File: src/rtl/seg_pkg.sv
// Shared definitions for the seven-segment scan controller.
// Glyph table, segment bit positions and the all-dark pattern.
package seg_pkg;

    localparam int SEG_A  = 0;
    localparam int SEG_B  = 1;
    localparam int SEG_C  = 2;
    localparam int SEG_D  = 3;
    localparam int SEG_E  = 4;
    localparam int SEG_F  = 5;
    localparam int SEG_G  = 6;
    localparam int SEG_DP = 7;

    localparam logic [7:0] SEG_OFF = 8'hFF;

    // Active-high segments g..a for a hex nibble
    function automatic logic [6:0] hex7(input logic [3:0] nib);
        logic [6:0] s;
        case (nib)
            4'h0: s = 7'h3F;
            4'h1: s = 7'h06;
            4'h2: s = 7'h5B;
            4'h3: s = 7'h4F;
            4'h4: s = 7'h66;
            4'h5: s = 7'h6D;
            4'h6: s = 7'h7D;
            4'h7: s = 7'h07;
            4'h8: s = 7'h7F;
            4'h9: s = 7'h6F;
            4'hA: s = 7'h77;
            4'hB: s = 7'h7C;
            4'hC: s = 7'h39;
            4'hD: s = 7'h5E;
            4'hE: s = 7'h79;
            default: s = 7'h71;
        endcase
        return s;
    endfunction

endpackage

File: src/rtl/seg_prescaler.sv
// Modulo-DIV counter; tick is high on the last count of each period.
// Used for both the digit scan rate and the blink rate.
module seg_prescaler #(
    parameter int DIV = 2
) (
    input  logic clk,
    input  logic RSTN,
    output logic tick
);

    localparam int W = $clog2(DIV);
    localparam logic [W-1:0] LAST = W'(DIV - 1);

    logic [W-1:0] cnt_q;
    logic [W-1:0] cnt_d;

    assign tick = (cnt_q == LAST);

    always_comb begin
        cnt_d = tick ? '0 : cnt_q + W'(1);
    end

    always_ff @(posedge clk or negedge RSTN) begin
        if (!RSTN) cnt_q <= '0;
        else       cnt_q <= cnt_d;
    end

endmodule

File: src/rtl/seg_scan_ctrl.sv
// N-digit multiplexed seven-segment driver with shadowed, frame-aligned updates.
// Optional PWM dimming via SEG_DIMMING_EN.
module seg_scan_ctrl
    import seg_pkg::*;
#(
    parameter int DIGITS    = 8,
    parameter int SCAN_DIV  = 100000,
    parameter int BLINK_DIV = 25000000
) (
    input  logic                  clk,
    input  logic                  RSTN,
    input  logic                  load,
    input  logic [4*DIGITS-1:0]   data,
    input  logic [DIGITS-1:0]     dp,
    input  logic [DIGITS-1:0]     dig_en,
    input  logic [DIGITS-1:0]     flash_en,
    input  logic [3:0]            brightness,
    output logic [7:0]            seg,
    output logic [DIGITS-1:0]     an,
    output logic                  frame_tick,
    output logic                  pending
);

    localparam int IW = (DIGITS > 1) ? $clog2(DIGITS) : 1;
    localparam logic [IW-1:0] IDX_LAST = IW'(DIGITS - 1);

    logic scan_tick, blink_tick, wrap, duty;

    logic [IW-1:0]       idx_q, idx_d;
    logic                slot0_q, slot0_d;
    logic                blink_q, blink_d;
    logic                frame_q, frame_d;
    logic                pend_q, pend_d;
    logic [4*DIGITS-1:0] sh_data_q, sh_data_d, act_data_q, act_data_d;
    logic [DIGITS-1:0]   sh_dp_q, sh_dp_d, act_dp_q, act_dp_d;
    logic [DIGITS-1:0]   sh_en_q, sh_en_d, act_en_q, act_en_d;
    logic [DIGITS-1:0]   sh_fl_q, sh_fl_d, act_fl_q, act_fl_d;
    logic [7:0]          seg_q, seg_d;
    logic [DIGITS-1:0]   an_q, an_d;
    logic [3:0]          nib;
    logic                dp_sel, vis;

    seg_prescaler #(.DIV(SCAN_DIV)) u_scan (
        .clk  (clk),
        .RSTN (RSTN),
        .tick (scan_tick)
    );

    seg_prescaler #(.DIV(BLINK_DIV)) u_blink (
        .clk  (clk),
        .RSTN (RSTN),
        .tick (blink_tick)
    );

`ifdef SEG_DIMMING_EN
    logic [3:0] pwm_q;

    always_ff @(posedge clk or negedge RSTN) begin
        if (!RSTN) pwm_q <= '0;
        else       pwm_q <= pwm_q + 4'd1;
    end

    assign duty = (pwm_q <= brightness);
`else
    logic unused_brightness;

    assign unused_brightness = ^brightness;
    assign duty = 1'b1;
`endif

    assign wrap = scan_tick && (idx_q == IDX_LAST);

    always_comb begin
        idx_d = idx_q;
        if (scan_tick) idx_d = wrap ? '0 : idx_q + IW'(1);
        slot0_d = scan_tick;
        blink_d = blink_tick ? ~blink_q : blink_q;
        frame_d = wrap;
        // A load on the wrap cycle keeps pending set for the next frame
        pend_d = load ? 1'b1 : (wrap ? 1'b0 : pend_q);

        sh_data_d = sh_data_q;
        sh_dp_d   = sh_dp_q;
        sh_en_d   = sh_en_q;
        sh_fl_d   = sh_fl_q;
        if (load) begin
            sh_data_d = data;
            sh_dp_d   = dp;
            sh_en_d   = dig_en;
            sh_fl_d   = flash_en;
        end

        act_data_d = act_data_q;
        act_dp_d   = act_dp_q;
        act_en_d   = act_en_q;
        act_fl_d   = act_fl_q;
        if (wrap && pend_q) begin
            act_data_d = sh_data_q;
            act_dp_d   = sh_dp_q;
            act_en_d   = sh_en_q;
            act_fl_d   = sh_fl_q;
        end

        nib    = '0;
        dp_sel = 1'b0;
        vis    = 1'b0;
        an_d   = '1;
        for (int i = 0; i < DIGITS; i++) begin
            if (idx_q == IW'(i)) begin
                nib     = act_data_q[4*i +: 4];
                dp_sel  = act_dp_q[i];
                vis     = act_en_q[i] & ~(act_fl_q[i] & blink_q);
                an_d[i] = ~(vis & ~slot0_q & duty);
            end
        end
        seg_d = {~dp_sel, ~hex7(nib)};
    end

    always_ff @(posedge clk or negedge RSTN) begin
        if (!RSTN) begin
            idx_q      <= '0;
            slot0_q    <= 1'b1;
            blink_q    <= 1'b0;
            frame_q    <= 1'b0;
            pend_q     <= 1'b0;
            sh_data_q  <= '0;
            sh_dp_q    <= '0;
            sh_en_q    <= '0;
            sh_fl_q    <= '0;
            act_data_q <= '0;
            act_dp_q   <= '0;
            act_en_q   <= '0;
            act_fl_q   <= '0;
            seg_q      <= SEG_OFF;
            an_q       <= '1;
        end else begin
            idx_q      <= idx_d;
            slot0_q    <= slot0_d;
            blink_q    <= blink_d;
            frame_q    <= frame_d;
            pend_q     <= pend_d;
            sh_data_q  <= sh_data_d;
            sh_dp_q    <= sh_dp_d;
            sh_en_q    <= sh_en_d;
            sh_fl_q    <= sh_fl_d;
            act_data_q <= act_data_d;
            act_dp_q   <= act_dp_d;
            act_en_q   <= act_en_d;
            act_fl_q   <= act_fl_d;
            seg_q      <= seg_d;
            an_q       <= an_d;
        end
    end

    assign seg        = seg_q;
    assign an         = an_q;
    assign frame_tick = frame_q;
    assign pending    = pend_q;

endmodule

File: config.mk
export PLATFORM = sky130hd
export DESIGN_NAME = seg_scan_ctrl
export DESIGN_NICKNAME = d
export VERILOG_FILES = /design/src/rtl/seg_pkg.sv /design/src/rtl/seg_prescaler.sv /design/src/rtl/seg_scan_ctrl.sv
export SDC_FILE = /design/constraint.sdc
export NUM_CORES = 1
export LEC_CHECK = 0
export ABC_AREA = 0
export BUFFER_PORTS_ARGS = -buffer_cell sky130_fd_sc_hd__buf_4
export CORE_AREA = 2 2 160 130
export CTS_BUF_LIST = sky130_fd_sc_hd__clkbuf_8 sky130_fd_sc_hd__clkbuf_16
export DETAILED_ROUTE_END_ITERATION = 7
export DIE_AREA = 0 0 162 132
export PLACE_DENSITY = 0.69
export SYNTH_ARGS = -nofsm -noshare
export SYNTH_HDL_FRONTEND = slang
export SYNTH_SLANG_ARGS = --single-unit
File: constraint.sdc
create_clock -name clk -period 2.5 [get_ports clk]
set_input_delay 0.5 -clock clk [delete_from_list [all_inputs] [get_ports clk]]
set_output_delay 0.5 -clock clk [all_outputs]
set_load 0.05 [all_outputs]
* Word-level counts from Yosys, hierarchy flattened
Memory sizes are Yosys's and may differ from the RTL's.
Index checks and enable logic that the tools add are counted.
** Operators by class
- Bitwise operators :: 44
- Shift-type cells :: 0
- Equal/unequal tests :: 9
- Mux-type cells :: 29
- $lt $le $gt $ge :: 0
- Multipliers :: 0
- Reductions and logical operators :: 4
- Add/subtract/negate cells :: 3
- Div/mod/pow operators :: 0
** Operators by type and width (count)
- two-way mux 4 bit :: 8
- adder 25 x 1 -> 25 bit, second input constant :: 1
- equality test 25 bit, second input constant :: 1
- two-way mux 25 bit :: 1
- bitwise AND 1 bit :: 24
- inverter 1 bit :: 19
- two-way mux 1 bit :: 18
- adder 17 x 1 -> 17 bit, second input constant :: 1
- equality test 17 bit, second input constant :: 1
- two-way mux 17 bit :: 1
- equality test 3 bit, second input constant :: 4
- inverter 7 bit :: 1
- equality test 3 x 2 -> 1 bit, second input constant :: 2
- adder 3 x 1 -> 3 bit, second input constant :: 1
- equality test 3 x 1 -> 1 bit, second input constant :: 1
- zero test 3 bit :: 1
- two-way mux 3 bit :: 1
- logical AND 1 bit :: 2
- nonzero test 2 bit :: 1
** Storage, ports and cells
- Memories kept :: 1
- Logic and storage cells :: 107
- Register bits after elaboration :: 177
- RAM bits :: 0
- ROM bits :: 112
- Latch bits :: 0
** Memory list
- (name not given) :: depth 16, bits a word 7, read ports 1, clocked after Yosys merged registers in 0, write ports 0, RTL line seg_pkg.sv:19 : case (nib)

* Longest topological paths before layout
Gate-level depths: netlist of the first run.
An unclocked memory read counts as a cell.
- Depth after elaboration :: 11
- Depth in mapped cells :: 14
- Mapped depth without buffers :: 12

* Cells and area by module
A second synthesis of the first run with hierarchy kept.
** Second synthesis, totals
- Cells, all modules :: 623
- Area total of the unflattened synthesis :: 7930.1 sq um
** Modules (own cells, without submodules)
- seg_scan_ctrl :: instances 1, cells each 420, sequential area each 3399.5 sq um, area each 5823.1 sq um
- seg_prescaler at u_blink :: instances 1, cells each 129, sequential area each 625.6 sq um, area each 1313.8 sq um
- seg_prescaler at u_scan :: instances 1, cells each 74, sequential area each 425.4 sq um, area each 793.3 sq um

* Least setup slack after synthesis of the first run
No wires, ideal clock.
- Path type :: reg2reg
- Start point :: register idx_q[0]
- End point :: register seg_q[0] (netlist: seg[0])
- Arrival time :: 2.615 ns
- Period minus slack after synthesis :: 2.698 ns
- Stages on the path, launching flop included :: 12
- Slack :: -0.198 ns
- Cells stage by stage :: dfrtp_1 -> inv_1 -> ha_1 -> clkbuf_1 -> clkbuf_1 -> nor2_1 -> o21ai_0 -> a222oi_1 -> o32ai_1 -> inv_1 -> ha_1 -> a221o_1
** Between the ends
- Longest elaborated chain between the ends :: 11
** RTL lines
- start: declaration :: RTL line seg_scan_ctrl.sv:29 : logic [IW-1:0] idx_q, idx_d;
- start signal: assignment :: RTL line seg_scan_ctrl.sv:137 : idx_q <= idx_d;
- zero test 3 bit :: RTL line seg_scan_ctrl.sv:109 : if (idx_q == IW'(i)) begin
- two-way mux 4 bit (7 in series) :: RTL line seg_scan_ctrl.sv:109
- two-way mux 4 bit (*) :: RTL line seg_scan_ctrl.sv:109
- memory read (16 x 7 bit) (*)
- inverter 7 bit (*) :: RTL line seg_scan_ctrl.sv:116 : seg_d = {~dp_sel, ~hex7(nib)};
- net seg_d[0] :: RTL line seg_scan_ctrl.sv:38 : logic [7:0] seg_q, seg_d;
- end signal: assignment :: RTL line seg_scan_ctrl.sv:150 : seg_q <= seg_d;
- end: declaration :: RTL line seg_scan_ctrl.sv:38
Mark *: on every way through the listed nets, which the timed path passes. The rest lies on a longest branch.
A chain may end at the register's enable or synchronous reset.

* Worst setup path after layout of the first run
- Start point :: register idx_q[1]
- End point :: register seg_q[1] (netlist: seg[1])
Same word-level chain as after synthesis.

==> results of run 1 <==
==> placed cells by master (no fill, tap or decap), types with 3 or more instances in the layout <==
| cell type | n |
|---|---|
| nand4b_1 | 4 |
| mux2i_1 | 5 |
| dfstp_2 | 17 |
| o21ai_0 | 10 |
| xnor2_1 | 18 |
| ha_4 | 9 |
| inv_1 | 15 |
| nor3_1 | 8 |
| xor2_1 | 20 |
| mux2_4 | 40 |
| clkbuf_8 | 3 |
| buf_6 | 4 |
| a21oi_1 | 12 |
| buf_4 | 103 |
| ha_1 | 3 |
| nor2b_1 | 6 |
| nand4_1 | 13 |
| buf_12 | 3 |
| inv_2 | 4 |
| and3_1 | 6 |
| nand2_1 | 38 |
| nor2_1 | 39 |
| clkbuf_16 | 17 |
| nand3b_1 | 4 |
| nand3_1 | 19 |
| a211oi_1 | 3 |
| a221o_1 | 3 |
| ha_2 | 3 |
| dfrtp_1 | 159 |
| mux2_2 | 73 |
| and4_1 | 4 |
| a21o_1 | 3 |
| o22ai_1 | 3 |
==> registers in the layout, summed over array words and instances (netlist names), 17 cells and up <==
register	count
act_data_q	32
sh_data_q	32
u_blink.cnt_q	25
u_scan.cnt_q	17
==> worst max path at each step <==
stage	startpoint	endpoint	slack [ns]	cells after the start
floorplan	idx_q[1]$_DFFE_PN0P_	seg[0]$_DFF_PN1_	0.04	12
global placement	idx_q[1]$_DFFE_PN0P_	seg[0]$_DFF_PN1_	-0.12	10
detailed placement	idx_q[1]$_DFFE_PN0P_	seg[0]$_DFF_PN1_	-0.17	10
CTS	idx_q[1]$_DFFE_PN0P_	seg[1]$_DFF_PN1_	-0.01	10
global route	idx_q[1]$_DFFE_PN0P_	seg[0]$_DFF_PN1_	-0.13	10
finish	idx_q[1]$_DFFE_PN0P_	seg[1]$_DFF_PN1_	-0.02	10
==> layer usage <==
metal  vias up  part of all wire  track usage
li1       2317                 -            -
met1      2480              0.47        0.221
met2       101              0.46        0.247
met3        16             0.052       0.0444
met4         0             0.013       0.0506
met5         -                 0            0
==> layout make-up <==
type | count | share of cell area
clock inverters | 12 | 0.0122
clock buffers | 20 | 0.0484
repair buffers | 110 | 0.0911
multi-input cells | 380 | 0.346
inverters | 15 | 0.00584
flip-flops and latches | 177 | 0.462
well taps | 264 | 0.0343
==> what timing repair did <==
item,CTS,global route
buffers inserted,2,0
pin swaps,7,4
gates resized for setup,24,12
endpoints found under the setup margin,7,7
==> power breakdown <==
part / switching, uW / leakage [uW] / internal, uW / total [uW]
sequential: 55.1 / 0.00225 / 2960 / 3010
clock: 1070 / 0.000303 / 1540 / 2600
combinational: 108 / 0.00188 / 147 / 255
==> kinds of logic (layout without fill, tap and decap cells) <==
| kind of cell | Yosys count | after routing | synth area share |
|---|---|---|---|
| buffers and inverters | 40 | 157 | 0.0244 |
| adder cells (fa/ha/maj) | 15 | 15 | 0.0240 |
| XOR/XNOR | 38 | 38 | 0.0426 |
| AO/OA/AOI/OAI | 50 | 50 | 0.0436 |
| flip-flops | 177 | 177 | 0.570 |
| AND/OR/NAND/NOR | 158 | 158 | 0.106 |
| multiplexers | 119 | 119 | 0.190 |
==> through the flow <==
step            util  cells  power [uW]  setup slack (ns)  setup TNS [ns]
2_1_floorplan      -    597        3150            0.0394               0
3_3_place_gp   0.451    944        3310            -0.116          -0.357
3_5_place_dp   0.451    944        3330            -0.172          -0.827
4_1_cts        0.487    978        5960           -0.0129         -0.0202
5_1_grt        0.490    978        6120            -0.127          -0.747
6_report       0.490    978        5870           -0.0152         -0.0387
==> results.ini, run 1 <==
[run_status]
status = complete, but fails checks
violations = negative setup slack

[cts]
clock_path_buffers = 2
clock-root-buffer = clkbuf_16
clock-sinks = 177
htreeDepth = 4
clk_latency_ns = 0.42
numCtsBuffers = 17
cts.clk_slew.worst_paths_ns = 0.06
cts_hold_buf = 0
cts_tree = built

[final_layout]
area.growth.synth_to_final_pct = 23.4
fillerInstances = 1715
multi_input_area_um2 = 3340
insertedDiodeCount = 0
regArea_um2 = 4450
nets = 779
design_area_um2 = 9640
drive_above_1_share = 0.413

[sta]
maxSlewHeadroom = 0.464
finalCritPeriodShare = 1.01
rsz0062_at_grt = true
slew_viol_final = 0
finalHoldViolations = 0
setup_viol = 3
fin_worst_skew_ns = 0.00995
fin_crit_ns = 2.52
timing.hold.ws_ns = 0.0579
worst_slack_ns = -0.0152
fmax_mhz = 398
tightest_slew_ns = 0.804

[synthesis]
synth-seq-area-share = 0.570
synth_ff_type = dfrtp_1
yosysMostFrequentCell = dfrtp_1
async_reset_ff_frac = 1.00
synth_cell_types = 56
yosys.area.top_type = dfrtp_1
synthTopCellsByArea = dfrtp_1, mux2_2, mux2_4
synth.top_cells.by_count = dfrtp_1, mux2_2, mux2_4
synth_edf_count = 0
synth-seq-cells = 177
syn_inst = 597
synth_area_um2 = 7810
yosys_warnings = 0
netlist.area_leader.share = 0.513
syn_area_per_cell_um2 = 13.1
synth_fp_nets = 675

[routing]
ant_nets = 0
drcViolationCount = 0
firstDrtPassIters = 4
via_count = 4914
routed_wl_um = 16500
drt_iter0_markers = 321
vias_per_cell = 5.02
wire_per_inst_um = 16.8

[die]
row_count = 46
die_h_um = 132
die_w_um = 162
die_area_um2 = 21400
core_area_um2 = 19700
start_util = 0.397
io_pins = 81

[placed_design]
placed_area_um2 = 8870
dpl.hpwl_um = 11500
io_buffers = 76
place_congestion = 0.829

[power_and_ir_drop]
peakVddDrop_mv = 0.327
p_leak_uw = 0.00443
cellPowerDensity_nw_per_um2 = 609

[setup_path]
crit_arrival_ns = 2.86
path_delay_family = compound AO/OA/AOI/OAI gates
reg2reg_depth = 10
cp_slowest_cell = a222oi_1
cp_common_cell = ha_4
end_kind = flop
r2r_slack_ns = -0.02
max_stage_delay_ns = 0.47
critPathKind = flop to flop
worst_ep_required_time_ns = 2.85
cp_cell_sequence = inv_2 -> ha_4 -> nand3b_1 -> a211o_1 -> a222oi_1 -> o32ai_2 -> buf_4 -> ha_4 -> mux2i_1 -> a22o_1
worstPathMaxFanout = 7
startpoint_type = flop
rr_startpoint = idx_q[1]$_DFFE_PN0P_
r2r_end = seg[1]$_DFF_PN1_
critPathBufInv = 2

[global_route]
grt_pass1_wl_um = 27100
grt_max_degree = 64
antenna_found_initial = 0
grt_pass1_vias = 5302
grt_usage = 0.160
grt-ovfl-total = 0

[hold_path]
worstHoldPathType = input pin to asynchronous set/reset pin

[flow_run]
max_cap_viol_count = 0

Power figures use the tool's default switching activity.
==> inputs of run 2 (changes only) <==
Settings changed: SETUP_SLACK_MARGIN set to 0.1.
==> run 2 against run 1 <==
Effect of this change:
- the run still ends with negative setup slack left
- first-iteration DRC count up 16%
- sequential share of layout area decreased by 1.4 points
- final cell count increased by 1.6%
- setup slack got worse by 0.039 ns
- hold slack better by 0.25 ns
- die area unchanged
- critical path depth stayed put
- sequential power is essentially flat
- combinational power about the same
- largest cell class unchanged
- highest routed layer unchanged
==> results.ini, run 2 (synthesis gave the netlist of run 1 again) <==
[run_status]
status = complete, but fails checks
violations = negative setup slack

[final_layout]
final_common_cell = dfrtp_1
fillerInstances = 1676  ; -2.3%
nets = 795  ; +2.1%
final_cell_mix = dfrtp_1, buf_4, mux2_2
top_regs = act_data_q: 32 flops, sh_data_q: 32 flops, u_blink.cnt_q: 25 flops
regArea_um2 = 4450  ; unchanged
area.growth.synth_to_final_pct = 27.4
insertedDiodeCount = 0  ; unchanged
drive_above_1_share = 0.444  ; +0.0307
design_area_um2 = 9950  ; +3.2%
finish.utilization = 0.505  ; +0.0157
multi_input_area_um2 = 3410  ; +2.2%

[cts]
cts_tree = built
clock-root-buffer = clkbuf_16
htreeDepth = 4  ; unchanged
cts.clk_slew.worst_paths_ns = 0.07  ; about the same
clock-sinks = 177  ; unchanged
clock_path_buffers = 2  ; unchanged
clk_latency_ns = 0.42  ; about the same
numCtsBuffers = 17  ; unchanged

[setup_path]
end_kind = flop
crit_arrival_ns = 2.90  ; +0.04 ns
critPathBufInv = 3  ; +1
cp_cell_sequence = inv_2 -> ha_4 -> bufbuf_16 -> nor4bb_4 -> nor3_2 -> o221ai_2 -> o211ai_1 -> clkbuf_16 -> and2_4 -> a221o_1
worstPathMaxFanout = 6  ; -1
path_delay_family = compound AO/OA/AOI/OAI gates
r2r_end = seg[0]$_DFF_PN1_
cp_slowest_cell = dfrtp_1
worst_ep_required_time_ns = 2.85  ; about the same
critPathKind = flop to flop
reg2reg_depth = 10  ; unchanged
r2r_slack_ns = -0.05  ; -0.04 ns
rr_startpoint = idx_q[1]$_DFFE_PN0P_
startpoint_type = flop
max_stage_delay_ns = 0.40  ; -0.07 ns

[sta]
fmax_mhz = 392  ; -1.5%
worst_slack_ns = -0.0539  ; -0.0387 ns
setup_viol = 5  ; +2
fin_worst_skew_ns = 0.00526  ; -0.00469 ns
timing.hold.ws_ns = 0.305  ; +0.247 ns
tightest_slew_ns = 0.769  ; -0.0353 ns
rsz0062_at_grt = true
finalCritPeriodShare = 1.02  ; +0.0155
maxSlewHeadroom = 0.488  ; +0.0235
fin_crit_ns = 2.55  ; +0.0387 ns
slew_viol_final = 0  ; unchanged
finalHoldViolations = 0  ; unchanged
timing.setup.tns_ns = -0.167  ; -0.128 ns

[flow_run]
max_cap_viol_count = 0  ; unchanged

[die]
die_area_um2 = 21400  ; unchanged
die_h_um = 132  ; unchanged
row_count = 46  ; unchanged
io_pins = 81  ; unchanged
core_area_um2 = 19700  ; unchanged
start_util = 0.397  ; unchanged
die_w_um = 162  ; unchanged

[global_route]
grt_usage = 0.168  ; +0.00750
grt_pass1_wl_um = 28500  ; +5.1%
grt_max_degree = 78  ; +22%
grt-ovfl-total = 0  ; unchanged
grt_pass1_vias = 5524  ; +4.2%
antenna_found_initial = 0  ; unchanged

[placed_design]
placed_area_um2 = 8900  ; +0.27%
post-place-ws_ns = -0.182  ; -0.0105 ns
io_buffers = 76  ; unchanged
dpl.hpwl_um = 11600  ; +0.28%
place_congestion = 0.759  ; -8.5%

[routing]
drcViolationCount = 0  ; unchanged
ant_nets = 0  ; unchanged
vias_per_cell = 5.18  ; +3.0%
wire_per_inst_um = 17.7  ; +5.4%
firstDrtPassIters = 7  ; +3
drt_iter0_markers = 371  ; +16%
via_count = 5146  ; +4.7%
routed_wl_um = 17600  ; +7.2%

[hold_path]
whs_endpoint = sh_data_q[2]$_DFFE_PN0P_
hp-start = data[2]
hold_path_depth = 2
worstHoldPathType = input pin to flop

[power_and_ir_drop]
p_leak_uw = 0.00457  ; +3.1%
peakVddDrop_mv = 0.453  ; +38%
cellPowerDensity_nw_per_um2 = 613  ; +0.62%

-- run 2: cell count changes in the layout (fill, tap and decap cells not counted), moves of 3 or more --
cell and delta:
clkbuf_8 -3, inv_1 -7, buf_4 +10, inv_2 +3
-- run 2: worst max path at each step --
stage                         startpoint               end  slack [ns]  cells past startpoint
floorplan           idx_q[1]$_DFFE_PN0P_  seg[0]$_DFF_PN1_        0.12                     13
global placement    idx_q[0]$_DFFE_PN0P_  seg[4]$_DFF_PN1_       -0.05                      9
detailed placement  idx_q[1]$_DFFE_PN0P_  seg[4]$_DFF_PN1_       -0.18                      9
CTS                 idx_q[1]$_DFFE_PN0P_  seg[3]$_DFF_PN1_       0.007                     10
global route        idx_q[1]$_DFFE_PN0P_  seg[0]$_DFF_PN1_       -0.13                     10
finish              idx_q[1]$_DFFE_PN0P_  seg[0]$_DFF_PN1_       -0.05                     10
-- run 2: stage by stage --
stage                     power [uW]  std cells
final                           6100        994
after global routing            6320        994
after CTS                       6160        991
after detailed placement        3330        943
after global placement          3310        943
after floorplan                 3150        597
-- run 2: final cells by class --
cell class / count / share of cell area
clock buffers: 17 / 0.0428
multi-input cells: 380 / 0.343
well taps: 264 / 0.0332
clock inverters: 15 / 0.0209
flip-flops and latches: 177 / 0.448
repair buffers: 126 / 0.107
inverters: 15 / 0.00579
-- run 2: report_power, final --
part / internal (uW) / leakage, uW / total, uW / switching [uW]
clock: 1690 / 0.000313 / 2830 / 1140
combinational: 147 / 0.00200 / 256 / 109
sequential: 2960 / 0.00225 / 3010 / 53.7
-- run 2: layer usage --
layer | GRT usage | wire (um) | vias up
met1 | 0.226 | 7980 | 2610
met3 | 0.0456 | 918 | 29
li1 | - | - | 2346
met4 | 0.0580 | 393 | 0
met2 | 0.263 | 8340 | 161
met5 | 0 | 0 | -
-- run 2: repair_timing --
action,4_1_cts,5_1_grt
endpoints found under the setup margin,7,7
setup buffers,14,2
gates cloned,1,1
hold buffers,1,0
pin swaps,11,11
resized for setup,32,20
hold endpoints to repair,1,0
==> inputs of run 3 (changes only) <==
--- a/config.mk
+++ b/config.mk
@@ -7,3 +7,2 @@
 export LEC_CHECK = 0
-export ABC_AREA = 0
 export BUFFER_PORTS_ARGS = -buffer_cell sky130_fd_sc_hd__buf_4
==> constraint.sdc (replaced) <==
create_clock -name clk -period 2.5 [get_ports clk]
set_input_delay 0.125 -clock clk [delete_from_list [all_inputs] [get_ports clk]]
set_output_delay 0.125 -clock clk [all_outputs]
set_load 0.05 [all_outputs]
==> run 3 against run 2 <==
Effect of this change:
- the flow now finishes without violations
- final cell count rose by 5.0%
- global-route usage increased by 0.17 points
- non-clock buffer count grew 50
- design area up 4.1%
- via count rose by 1.9%
- sequential cell count unchanged
- power grew 2.1%
- critical endpoint is now seg[4]$_DFF_PN1_
==> results.ini, run 3 (synthesis gave the netlist of run 1 again) <==
[die]
start_util = 0.397  ; unchanged
die_area_um2 = 21400  ; unchanged
core_area_um2 = 19700  ; unchanged
row_count = 46  ; unchanged
die_h_um = 132  ; unchanged
die_w_um = 162  ; unchanged
io_pins = 81  ; unchanged

[setup_path]
rr_startpoint = idx_q[1]$_DFFE_PN0P_
worstPathMaxFanout = 7  ; +1
cp_slowest_cell = dfrtp_1
worst_ep_required_time_ns = 2.86  ; about the same
max_stage_delay_ns = 0.41  ; about the same
cp_cell_sequence = inv_2 -> ha_4 -> buf_12 -> nand2_4 -> a211o_1 -> a222oi_1 -> o32ai_2 -> buf_4 -> ha_4 -> mux2_4 -> o2bb2ai_2
crit_start = idx_q[1]$_DFFE_PN0P_
crit_arrival_ns = 2.85  ; -0.05 ns
startpoint_type = flop
critPathKind = flop to flop
path_delay_family = compound AO/OA/AOI/OAI gates
end_kind = flop
critPathBufInv = 3  ; unchanged
cp_common_cell = ha_4

[placed_design]
place_congestion = 0.830  ; +9.4%
place_inst = 938  ; -0.53%
dpl.hpwl_um = 11700  ; +1.2%
post-place-ws_ns = -0.0920  ; +0.0901 ns
io_buffers = 76  ; unchanged

[routing]
drcViolationCount = 0  ; unchanged
ant_nets = 0  ; unchanged
wire_per_inst_um = 16.7  ; -5.8%
routed_wl_um = 17400  ; -1.1%
drt_iter0_markers = 341  ; -8.1%
vias_per_cell = 5.02  ; -3.0%
firstDrtPassIters = 4  ; -3
via_count = 5243  ; +1.9%

[cts]
numCtsBuffers = 17  ; unchanged
cts.clk_slew.worst_paths_ns = 0.06  ; about the same
clock_path_buffers = 2  ; unchanged
htreeDepth = 4  ; unchanged
cts_tree = built
clock-root-buffer = clkbuf_16
clock-sinks = 177  ; unchanged
clk_latency_ns = 0.42  ; about the same

[sta]
slew_viol_final = 0  ; unchanged
fin_worst_skew_ns = 0.00670  ; +0.00144 ns
maxSlewHeadroom = 0.489  ; +0.00179
fin_crit_ns = 2.49  ; -0.0608 ns
finalHoldViolations = 0  ; unchanged
setup_viol = 0  ; -5
tightest_slew_ns = 0.766  ; -0.00268 ns
rsz0062_at_grt = true
worst_slack_ns = 0.00685  ; +0.0608 ns
finalCritPeriodShare = 0.997  ; -0.0243
timing.hold.ws_ns = 0.0973  ; -0.208 ns
fmax_mhz = 401  ; +2.4%

[global_route]
antenna_found_initial = 0  ; unchanged
grt_usage = 0.170  ; +0.00172
grt_pass1_vias = 5543  ; +0.34%
grt-ovfl-total = 0  ; unchanged
grt_pass1_wl_um = 28600  ; +0.39%
grt_max_degree = 85  ; +9.0%

[final_layout]
final_cell_mix = dfrtp_1, buf_4, mux2_2
nets = 845  ; +6.3%
area.growth.synth_to_final_pct = 32.6
finish.utilization = 0.526  ; +0.0209
insertedDiodeCount = 0  ; unchanged
top_regs = act_data_q: 32 flops, sh_data_q: 32 flops, u_blink.cnt_q: 25 flops
final_common_cell = dfrtp_1
finalNonFillerCells = 1044  ; +5.0%
drive_above_1_share = 0.390  ; -0.0541

[power_and_ir_drop]
p_leak_uw = 0.00478  ; +4.7%
cellPowerDensity_nw_per_um2 = 601  ; -2.0%
peakVddDrop_mv = 0.429  ; -5.3%
total_power_uw = 6220  ; +2.1%

[run_status]
status = finished, final reports clean

[flow_run]
max_cap_viol_count = 0  ; unchanged

[hold_path]
worstHoldPathType = input pin to asynchronous set/reset pin

## run 3: cell count changes in the layout (fill, tap and decap cells not counted), sizes merged
cell	change
inv	-2
clkbuf	+2
clkinv	-1
dlygate4sd3	+56
buf	-5
bufinv	+1
bufbuf	-1
## run 3: metal layers
layer,GRT usage,vias up,part of all wire,routed length [um]
met5,0,-,0,0
met4,0.0575,0,0.020,346
met3,0.0396,26,0.038,658
met2,0.271,121,0.48,8300
met1,0.228,2656,0.47,8130
li1,-,2440,-,-
## run 3: final cells by class
class / instances / area (um2)
sequential: 177 / 4450
tap: 264 / 330
fill: 1665 / 9330
timing repair buffer: 176 / 1560
clock buffer: 19 / 453
clock inverter: 13 / 195
multi-input combinational: 380 / 3310
inverter: 15 / 57.6
## run 3: where the power goes
part | internal, uW | leakage (uW) | switching, uW
Clock | 1810 | 0.000328 | 1070
Combinational | 204 | 0.00220 | 122
Sequential | 2960 | 0.00225 | 58.8
Total | 4970 | 0.00478 | 1250
## run 3: path summary, 6_finish.rpt
kind                                             end  slack, ns  cells past startpoint
setup / recovery                    seg[4]$_DFF_PN1_      0.007                     11
hold / removal             u_scan.cnt_q[4]$_DFF_PN0_        0.1                      2
setup reg to reg                    seg[4]$_DFF_PN1_      0.007                     11
hold reg to reg                      an[6]$_DFF_PN1_       0.45                      1
max in group asynchronous           seg[4]$_DFF_PN1_       1.70                      3
min in group clk                 pending$_DFFE_PN0P_       0.36                      2
## run 3: what timing repair did
item / CTS / global route
cloned: 0 / 1
endpoints found under the hold margin: 216 / 0
pin swaps: 8 / 13
hold buffers: 57 / 0
setup endpoints to repair: 6 / 7
gates resized for setup: 15 / 17
setup buffers: 9 / 7
## run 3: per-stage QoR
step | setup TNS (ns) | cell area, um2
2_1_floorplan | 0 | 7850
3_3_place_gp | 0 | 8860
3_5_place_dp | -0.257 | 8860
4_1_cts | 0 | 10200
5_1_grt | -0.451 | 10400
6_report | 0 | 10400
